[src/rtl/unidade_despacho_tomasulo.sv]
// Tomasulo dispatch stage: allocates a free reservation station, resolves operands
// against the register result-status table (Qi) with same-cycle CDB bypass.
module unidade_despacho_tomasulo #(
    parameter int                 NUM_REGS        = 8,
    parameter int                 NUM_RS          = 4,
    parameter int                 TAG_W           = 3,
    parameter int                 DATA_W          = 16,
    parameter logic [DATA_W-1:0]  VJ_VK_SEM_VALOR = 16'hFFF0
) (
    input  logic                         Clock,
    input  logic                         Reset,
    input  logic                         Inst_Valid,
    input  logic [15:0]                  Inst,
    output logic                         Inst_Ready,
    input  logic [NUM_REGS*DATA_W-1:0]   Reg_Data,
    input  logic [NUM_RS-1:0]            RS_Busy,
    input  logic                         CDB_Valid,
    input  logic [TAG_W-1:0]             CDB_Tag,
    input  logic [DATA_W-1:0]            CDB_Data,
    output logic                         Disp_Valid,
    output logic [TAG_W-1:0]             Disp_RS,
    output logic [2:0]                   Disp_Op,
    output logic [2:0]                   Disp_Dest,
    output logic [DATA_W-1:0]            Vj,
    output logic [DATA_W-1:0]            Vk,
    output logic [TAG_W-1:0]             Qj,
    output logic [TAG_W-1:0]             Qk,
    output logic [NUM_REGS*TAG_W-1:0]    Qi_Flat
);

    typedef struct packed {
        logic [DATA_W-1:0] v;
        logic [TAG_W-1:0]  q;
    } operand_t;

    logic [TAG_W-1:0]  qi [NUM_REGS];
    logic [NUM_RS-1:0] pend;
    logic [NUM_RS-1:0] free_mask;
    logic [TAG_W-1:0]  alloc_tag;
    logic              accept;
    operand_t          op_j;
    operand_t          op_k;

    logic [2:0] op_f, ri, rj, rk;
    logic       unused_inst_bits;

    assign op_f = Inst[15:13];
    assign ri   = Inst[12:10];
    assign rj   = Inst[8:6];
    assign rk   = Inst[5:3];
    assign unused_inst_bits = ^{Inst[9], Inst[2:0]};

    function automatic operand_t resolve(input logic [TAG_W-1:0] q,
                                         input logic [DATA_W-1:0] reg_value,
                                         input logic cdb_valid,
                                         input logic [TAG_W-1:0] cdb_tag,
                                         input logic [DATA_W-1:0] cdb_data);
        operand_t res;
        if (q == '0) begin
            res.v = reg_value;
            res.q = '0;
        end else if (cdb_valid && cdb_tag == q) begin
            res.v = cdb_data;
            res.q = '0;
        end else begin
            res.v = VJ_VK_SEM_VALOR;
            res.q = q;
        end
        return res;
    endfunction

    // The station dispatched last cycle has not raised its busy bit yet, so mask it.
    // NOTE: every variable gets a default at the top of always_comb so no path infers a latch.
    always_comb begin
        pend      = '0;
        alloc_tag = '0;
        for (int i = 0; i < NUM_RS; i++)
            pend[i] = Disp_Valid && (Disp_RS == TAG_W'(i + 1));
        free_mask = ~RS_Busy & ~pend;
        // Descending scan: the last hit is the lowest free index.
        for (int i = NUM_RS - 1; i >= 0; i--)
            if (free_mask[i]) alloc_tag = TAG_W'(i + 1);
    end

    assign Inst_Ready = (|free_mask) && !Reset;
    assign accept     = Inst_Valid && Inst_Ready;

    always_comb begin
        op_j = resolve(qi[rj], Reg_Data[int'(rj)*DATA_W +: DATA_W], CDB_Valid, CDB_Tag, CDB_Data);
        op_k = resolve(qi[rk], Reg_Data[int'(rk)*DATA_W +: DATA_W], CDB_Valid, CDB_Tag, CDB_Data);
    end

    always_comb begin
        Qi_Flat = '0;
        for (int i = 0; i < NUM_REGS; i++)
            Qi_Flat[i*TAG_W +: TAG_W] = qi[i];
    end

    // NOTE: sequential state uses non-blocking assignments; the later qi[ri] write
    // in the same block overrides the CDB clear, which gives dispatch priority.
    // NOTE: the status table is a handful of flops, so it is reset like any register.
    always_ff @(posedge Clock or posedge Reset) begin
        if (Reset) begin
            for (int i = 0; i < NUM_REGS; i++) qi[i] <= '0;
            Disp_Valid <= 1'b0;
            Disp_RS    <= '0;
            Disp_Op    <= '0;
            Disp_Dest  <= '0;
            Vj         <= VJ_VK_SEM_VALOR;
            Vk         <= VJ_VK_SEM_VALOR;
            Qj         <= '0;
            Qk         <= '0;
        end else begin
            Disp_Valid <= accept;
            if (CDB_Valid && CDB_Tag != '0)
                for (int i = 0; i < NUM_REGS; i++)
                    if (qi[i] == CDB_Tag) qi[i] <= '0;
            if (accept) begin
                Disp_RS   <= alloc_tag;
                Disp_Op   <= op_f;
                Disp_Dest <= ri;
                Vj        <= op_j.v;
                Qj        <= op_j.q;
                Vk        <= op_k.v;
                Qk        <= op_k.q;
                qi[ri]    <= alloc_tag;
            end
        end
    end

endmodule

[config.mk]
export PLATFORM = sky130hd
export DESIGN_NAME = unidade_despacho_tomasulo
export DESIGN_NICKNAME = d
export VERILOG_FILES = /design/src/rtl/unidade_despacho_tomasulo.sv
export SDC_FILE = /design/constraint.sdc
export NUM_CORES = 1
export LEC_CHECK = 0
export CAP_MARGIN = 20
export CORE_UTILIZATION = 47
export CTS_CLUSTER_DIAMETER = 80
export DETAILED_ROUTE_END_ITERATION = 7
export PLACE_DENSITY = 0.86
export SKIP_CTS_REPAIR_TIMING = 1
export SLEW_MARGIN = 15
export SYNTH_ARGS = -nofsm -noshare
export SYNTH_HDL_FRONTEND = slang
export SYNTH_SLANG_ARGS = --single-unit
[constraint.sdc]
create_clock -name Clock -period 4.8 [get_ports Clock]
set_input_delay 0.48 -clock Clock [delete_from_list [all_inputs] [get_ports Clock]]
set_output_delay 0.48 -clock Clock [all_outputs]
set_load 0.01 [all_outputs]
==> results.sh <==
export IMPL_worstPathRequired_ns=5.03
export IMPL_cp_slowest_stage_delay_ns=0.65
export IMPL_yosys_area_top_type="dfrtp_1"
export IMPL_worstPathArrival_ns=3.20
export IMPL_worst_path_most_repeated_cell="mux2i_1"
export IMPL_cp_endpoint="Vj[8]"
export IMPL_start_kind="input port"
export IMPL_grt_pass1_wl_um=32900
export IMPL_instances_no_fill=929
export IMPL_synth_simple_area_share_pct=10.9
export IMPL_cellPowerDensity_nw_per_um2=319
export IMPL_clk_latency_ns=0.34
export IMPL_critPathLaunch="Inst[8]"
export IMPL_cts_sinks=72
export IMPL_antenna_cells=0
export IMPL_syn_inst=537
export IMPL_slowest_stage="o211a_1"
export IMPL_route_detailed_wl_per_inst_um=23.8
export IMPL_final_setup_worst_slack_ns=1.83
export IMPL_finalMaxSlewViolations=0
export IMPL_drt_iter0_drc=412
export IMPL_leakagePower_nw=3.46
export IMPL_die_area_um2=13600
export IMPL_ff2ff_setup_slack_ns=2.15
export IMPL_seq_area_frac_synth_pct=29.6
export IMPL_first_pass_iters=5
export IMPL_ys_async_sr_fraction_pct=100
export IMPL_vias_per_cell=6.22
export IMPL_clock_skew_ns=0.00847
export IMPL_synth_area_per_cell_um2=11.5
export IMPL_setup_tns_ns=0
export IMPL_dp_cells=913
export IMPL_start_util_pct=48.7
export IMPL_synth_mux_area_share_pct=42.1
export IMPL_cap_violations=0
export IMPL_grt_overflow_total=0
export IMPL_cts_inserted_buffers=9
export IMPL_whs_ns=0.477
export IMPL_synth_top_family_by_area="multiplexers"
export IMPL_synth_xor_area_share_pct=3.82
export IMPL_pre_cts_ws_ns=1.51
export IMPL_path_clk_slew_ns=0.06
export IMPL_hold_path_class="reg -> reg"
export IMPL_worst_path_stages=8
export IMPL_ys_ff_latch=72
export IMPL_grt_max_degree=73
export IMPL_critPathCaptureType="flop"
export IMPL_relSlewSlack_pct=29.1
export IMPL_ios=244
export IMPL_cp_cell_sequence="clkdlybuf4s50_1 > buf_4 > mux4_2 > mux2i_1 > o211a_1 > nand2_1 > mux2i_1 > a31oi_1"
export IMPL_hpwl_um=16700
export IMPL_power_mw=2.83
export IMPL_syn_to_final_growth_pct=43.2
export IMPL_vias=5782
export IMPL_syn_cell_area_um2=6190
export IMPL_status="finished clean"
export IMPL_reg2reg_depth=7
export IMPL_core_area_um2=12700
export IMPL_ir_drop_mv=0.230
export IMPL_cts_buffer_depth=2
export IMPL_multiInputGateArea_um2=4080
export IMPL_synth_distinct_cells=53
export IMPL_synth_compound_area_share_pct=8.77
export IMPL_synth_warnings=0
export IMPL_fp_dieW_um=117
export IMPL_ant_nets=0
export IMPL_synthAdderAreaFrac_pct=0
export IMPL_syn_nets=708
export IMPL_register_area_um2=1830
export IMPL_synthTopCellsByArea="dfrtp_1, mux4_2, mux2i_1, dfstp_2, mux4_4"
export IMPL_gp_congestion=0.926
export IMPL_path_delay_family="multiplexers"
export IMPL_gr_usage_all_layers_pct=32.8
export IMPL_drc=0
export IMPL_crit_buf_inv=2
export IMPL_synth_main_ff_cell="dfrtp_1"
export IMPL_cp_max_fo=24
export IMPL_clockRootBuffer="clkbuf_16"
export IMPL_drive_gt1_share_pct=18.6
export IMPL_num_rows=41
export IMPL_rsz0062_at_grt="false"
export IMPL_wirelength_um=22100
export IMPL_synth_top_area_share_pct=19.4
export IMPL_setup_viol=0
export IMPL_crit_type="in -> reg"
export IMPL_synth_edf_count=0
export IMPL_tightest_slew_ns=1.05
export IMPL_grt_pass1_vias=6109
export IMPL_port_buffers=239
export IMPL_htree_levels=3
export IMPL_reg2reg_from="Disp_RS[0]"
export IMPL_timing_final_crit_period_ns=2.97
export IMPL_nets=923
export IMPL_min_period_over_period_pct=61.8
export IMPL_hold_viol=0
export IMPL_die_h_um=117
export IMPL_antenna_found_initial=0
export IMPL_fill_cells=991
export IMPL_fmax_mhz=337
export IMPL_cts_tree="yes"
export IMPL_timing_rr_end="Vj[8]"
[synth_stat cells, drive strengths merged (2+ instances only)]
master	count
nor3	5
a22o	2
mux2	11
mux2i	79
dfrtp	48
buf	31
nand3	9
mux4	72
nand2	87
xnor2	26
a31oi	25
or4	2
nor2b	3
nor4b	2
inv	8
nor2	18
nand3b	3
a31o	2
a41o	9
nor4	3
a22oi	3
a21oi	2
dfstp	24
o21ai	26
nand4	9
clkbuf	13
[power breakdown]
group	total, mW	leakage, nW	switching [mW]	internal [mW]
sequential	0.951	0.885	0.153	0.798
combinational	1.25	2.44	0.565	0.687
clock	0.626	0.130	0.274	0.353
total	2.83	3.46	0.991	1.84
[cells in the final DEF, fill, tap and decap left out, types with 10 or more instances in the layout]
cell type	netlist	layout
mux4_2	51	51
clkdlybuf4s50_1	0	235
mux2_2	10	10
o21ai_0	26	26
mux2i_1	78	78
a31oi_1	24	24
mux4_4	17	17
dfrtp_1	48	48
xnor2_1	26	26
nand2_1	87	87
dfstp_2	24	24
nor2_1	18	18
[sequential cells by signal (all words and copies together) (netlist names)]
signal	flops
Qk	3
Qi_Flat	24
Vk	16
Disp_Op	3
Disp_Valid	1
Vj	16
Disp_RS	3
Disp_Dest	3
Qj	3
[through the flow]
| stage | utilization [%] | instance area [um^2] |
|---|---|---|
| after detailed placement | 67.6 | 8600 |
| final | 69.7 | 8870 |
| after CTS | 69.7 | 8870 |
| after global placement | 67.6 | 8600 |
| after global routing | 69.7 | 8870 |
| after floorplan | - | 6190 |
[final cells by class]
| cell class | instances | area share [%] |
|---|---|---|
| well taps | 172 | 2.43 |
| inverters | 8 | 0.339 |
| multi-input cells | 413 | 46.0 |
| clock buffers | 10 | 2.58 |
| clock inverters | 6 | 0.508 |
| repair buffers | 248 | 27.5 |
| flip-flops and latches | 72 | 20.6 |
[routing by layer]
layer	routed length (um)	GRT usage, %	part of all wire [%]	up-vias
met5	0	0	0	-
met3	2030	8.29	9.2	69
met4	1120	17.7	5.1	0
met2	11300	59.6	51	309
li1	-	-	-	2526
met1	7690	35.0	35	2878
[worst min-delay path by stage]
stage,startpoint,to,slack [ns],cells after the start
after detailed placement,Disp_Op[2],Disp_Op[2],0.46,2
after global placement,Disp_Op[0],Disp_Op[0],0.46,2
after global routing,Disp_Op[0],Disp_Op[0],0.50,2
after floorplan,Disp_Dest[2],Disp_Dest[2],0.51,2
final,Disp_Op[2],Disp_Op[2],0.48,2
after CTS,Disp_Op[2],Disp_Op[2],0.48,2
[cell families after synthesis]
group	Yosys count
buffers and inverters	52
DFF	72
xor gates and xnor gates	27
muxes	162
AOI/OAI and AO/OA	76
and+or+nand+nor	148
[worst reg2reg max path: cells and delay by family, from the launching register on]
kind / cells / cell delay, ns
DFF: 1 / 0.46
AOI/OAI and AO/OA: 2 / 0.84
buffers and inverters: 2 / 0.52
muxes: 1 / 0.22
and+or+nand+nor: 2 / 0.53
Power figures use the tool's default switching activity.
==> RTL change (config.mk and constraints unchanged) <==
The parameter `NUM_RS` goes from 4 to 8.
--- a/src/rtl/unidade_despacho_tomasulo.sv
+++ b/src/rtl/unidade_despacho_tomasulo.sv
@@ -4,3 +4,3 @@
     parameter int                 NUM_REGS        = 8,
-    parameter int                 NUM_RS          = 4,
+    parameter int                 NUM_RS          = 8,
     parameter int                 TAG_W           = 3,
Interface: changed (resized RS_Busy); port bits go from 244 to 248. No check against the original RTL was run, so the function may have changed too.
==> RTL change against the unedited design <==
Setup slack got worse by 0.49 ns; sequential cell count unchanged; synthesized area decreased by 1.2%; total power decreased by 2.6%; first-iteration DRC count increased by 60%; utilization increased by 0.52 points; design area increased by 0.34%; wire length decreased by 3.9%; non-clock buffer count increased by 6; register-to-register slack got worse by 0.50 ns; synthesized cell count increased by 1.9%.
==> RTL change: results (changes against the unedited design) <==
global_routing:
  grt_first_pass_wirelength_um: 31600  # -4.1%
  grt_util_met1_pct: 42.0  # +7.0 points
  grt_pass1_vias: 5828  # -4.6%
  use_met3_pct: 8.77  # +0.48 points
  met2_usage_pct: 50.6  # -8.9 points
worst_hold_path:
  worstHoldStart: "Disp_Dest[0]"
  holdPathEnd: "Disp_Dest[0]"
sta:
  whs_ns: 0.483  # +0.00549 ns
  fin_skew_ns: 0.00873  # +0.000258 ns
  slew_headroom_pct: 25.1  # -4.0 points
power_and_ir_drop:
  irDropWorstVdd_mv: 0.193  # -16%
  total_leakage_power_nw: 3.26  # -5.9%
route:
  num_vias: 5864  # +1.4%
  met2_length_um: 10300  # -8.9%
  drtIter0Drc: 658  # +60%
  routed_via_density: 6.23  # +0.12%
  wl_met3_um: 1770  # -13%
  routedWlPerCell_um: 22.6  # -5.1%
  wl_met1_um: 8540  # +11%
synthesis:
  synth_common_cells: "72 x mux4_2, 52 x nand2_1, 48 x dfrtp_1"
  synth.largest_area_cell: "mux4_2"
  synthTopCellsByArea: "mux4_2 27%, dfrtp_1 20%, dfstp_2 10%"
  synth_seq_area_share_pct: 29.9  # +0.36 points
  synth_cell_types: 48  # -9.4%
  synthCells: 547  # +1.9%
  synth_xor_xnor_area_share_pct: 4.01  # +0.19 points
  synth-compound-area-share_pct: 14.7  # +5.9 points
  synth_nets: 722  # +2.0%
placement:
  pre_cts_slack_ns: 1.04  # -0.470 ns
  dp_hpwl_um: 16500  # -1.4%
  gp_congestion: 0.930  # +0.39%
  dp_cells: 924  # +1.2%
  io_buffers: 243  # +1.7%
cells_and_area:
  multi_input_area_share_pct: 44.7  # -1.3 points
  nNonClkBuffers: 254  # +2.4%
  num-multi-input-gates: 406  # -1.7%
  fill_cells: 917  # -7.5%
  nonClkBufAreaFrac_pct: 28.1  # +0.58 points
  final_cell_area_um2: 8900  # +0.34%
  drive_gt1_share_pct: 21.1  # +2.4 points
  seq_share_pct: 20.6  # -0.070 points
  nonClockInverterCount: 21  # +13
  clk_share_pct: 3.35  # +0.26 points
  nNetsFinal: 939  # +1.7%
worst_setup_path:
  critPathTopFamily: "compound AO/OA/AOI/OAI gates"
  critPathCapture: "Vj[10]"
  reg2reg_depth: 6  # -1
  slowest_delay_ns: 1.01  # +0.36 ns
  cp.arrival_ns: 3.68  # +0.48 ns
  crit_slowest_cell: "a2111oi_0"
  r2r_slack_ns: 1.65  # -0.50 ns
status:
  run_status: "finished, final reports clean"
clock_tree:
  clock-sinks: 72  # unchanged
RTL change: cell types whose count changed in the layout (fill, tap and decap cells not counted), sizes merged, moves of 15 or more:
cell / before / now
mux2i: 79 / 29
a2111oi: 0 / 24
nand3: 9 / 24
a211oi: 0 / 27
a31oi: 25 / 0
nor2b: 3 / 29
nand2: 87 / 52
RTL change: cells by family (layout without fill, tap and decap cells):
kind of cell	after synthesis	in the layout
xor gates and xnor gates	28	28
AOI/OAI and AO/OA	105	105
DFF	72	72
buffers and inverters	69	291
and+or+nand+nor	167	167
muxes	106	106
RTL change: report_power, final:
group | total (W) | switching, W | leakage (nW) | internal (W)
clock network | 0.000673 | 0.000260 | 0.142 | 0.000413
registers | 0.000932 | 0.000150 | 0.884 | 0.000782
logic | 0.00115 | 0.000498 | 2.23 | 0.000651
total | 0.00275 | 0.000909 | 3.26 | 0.00185
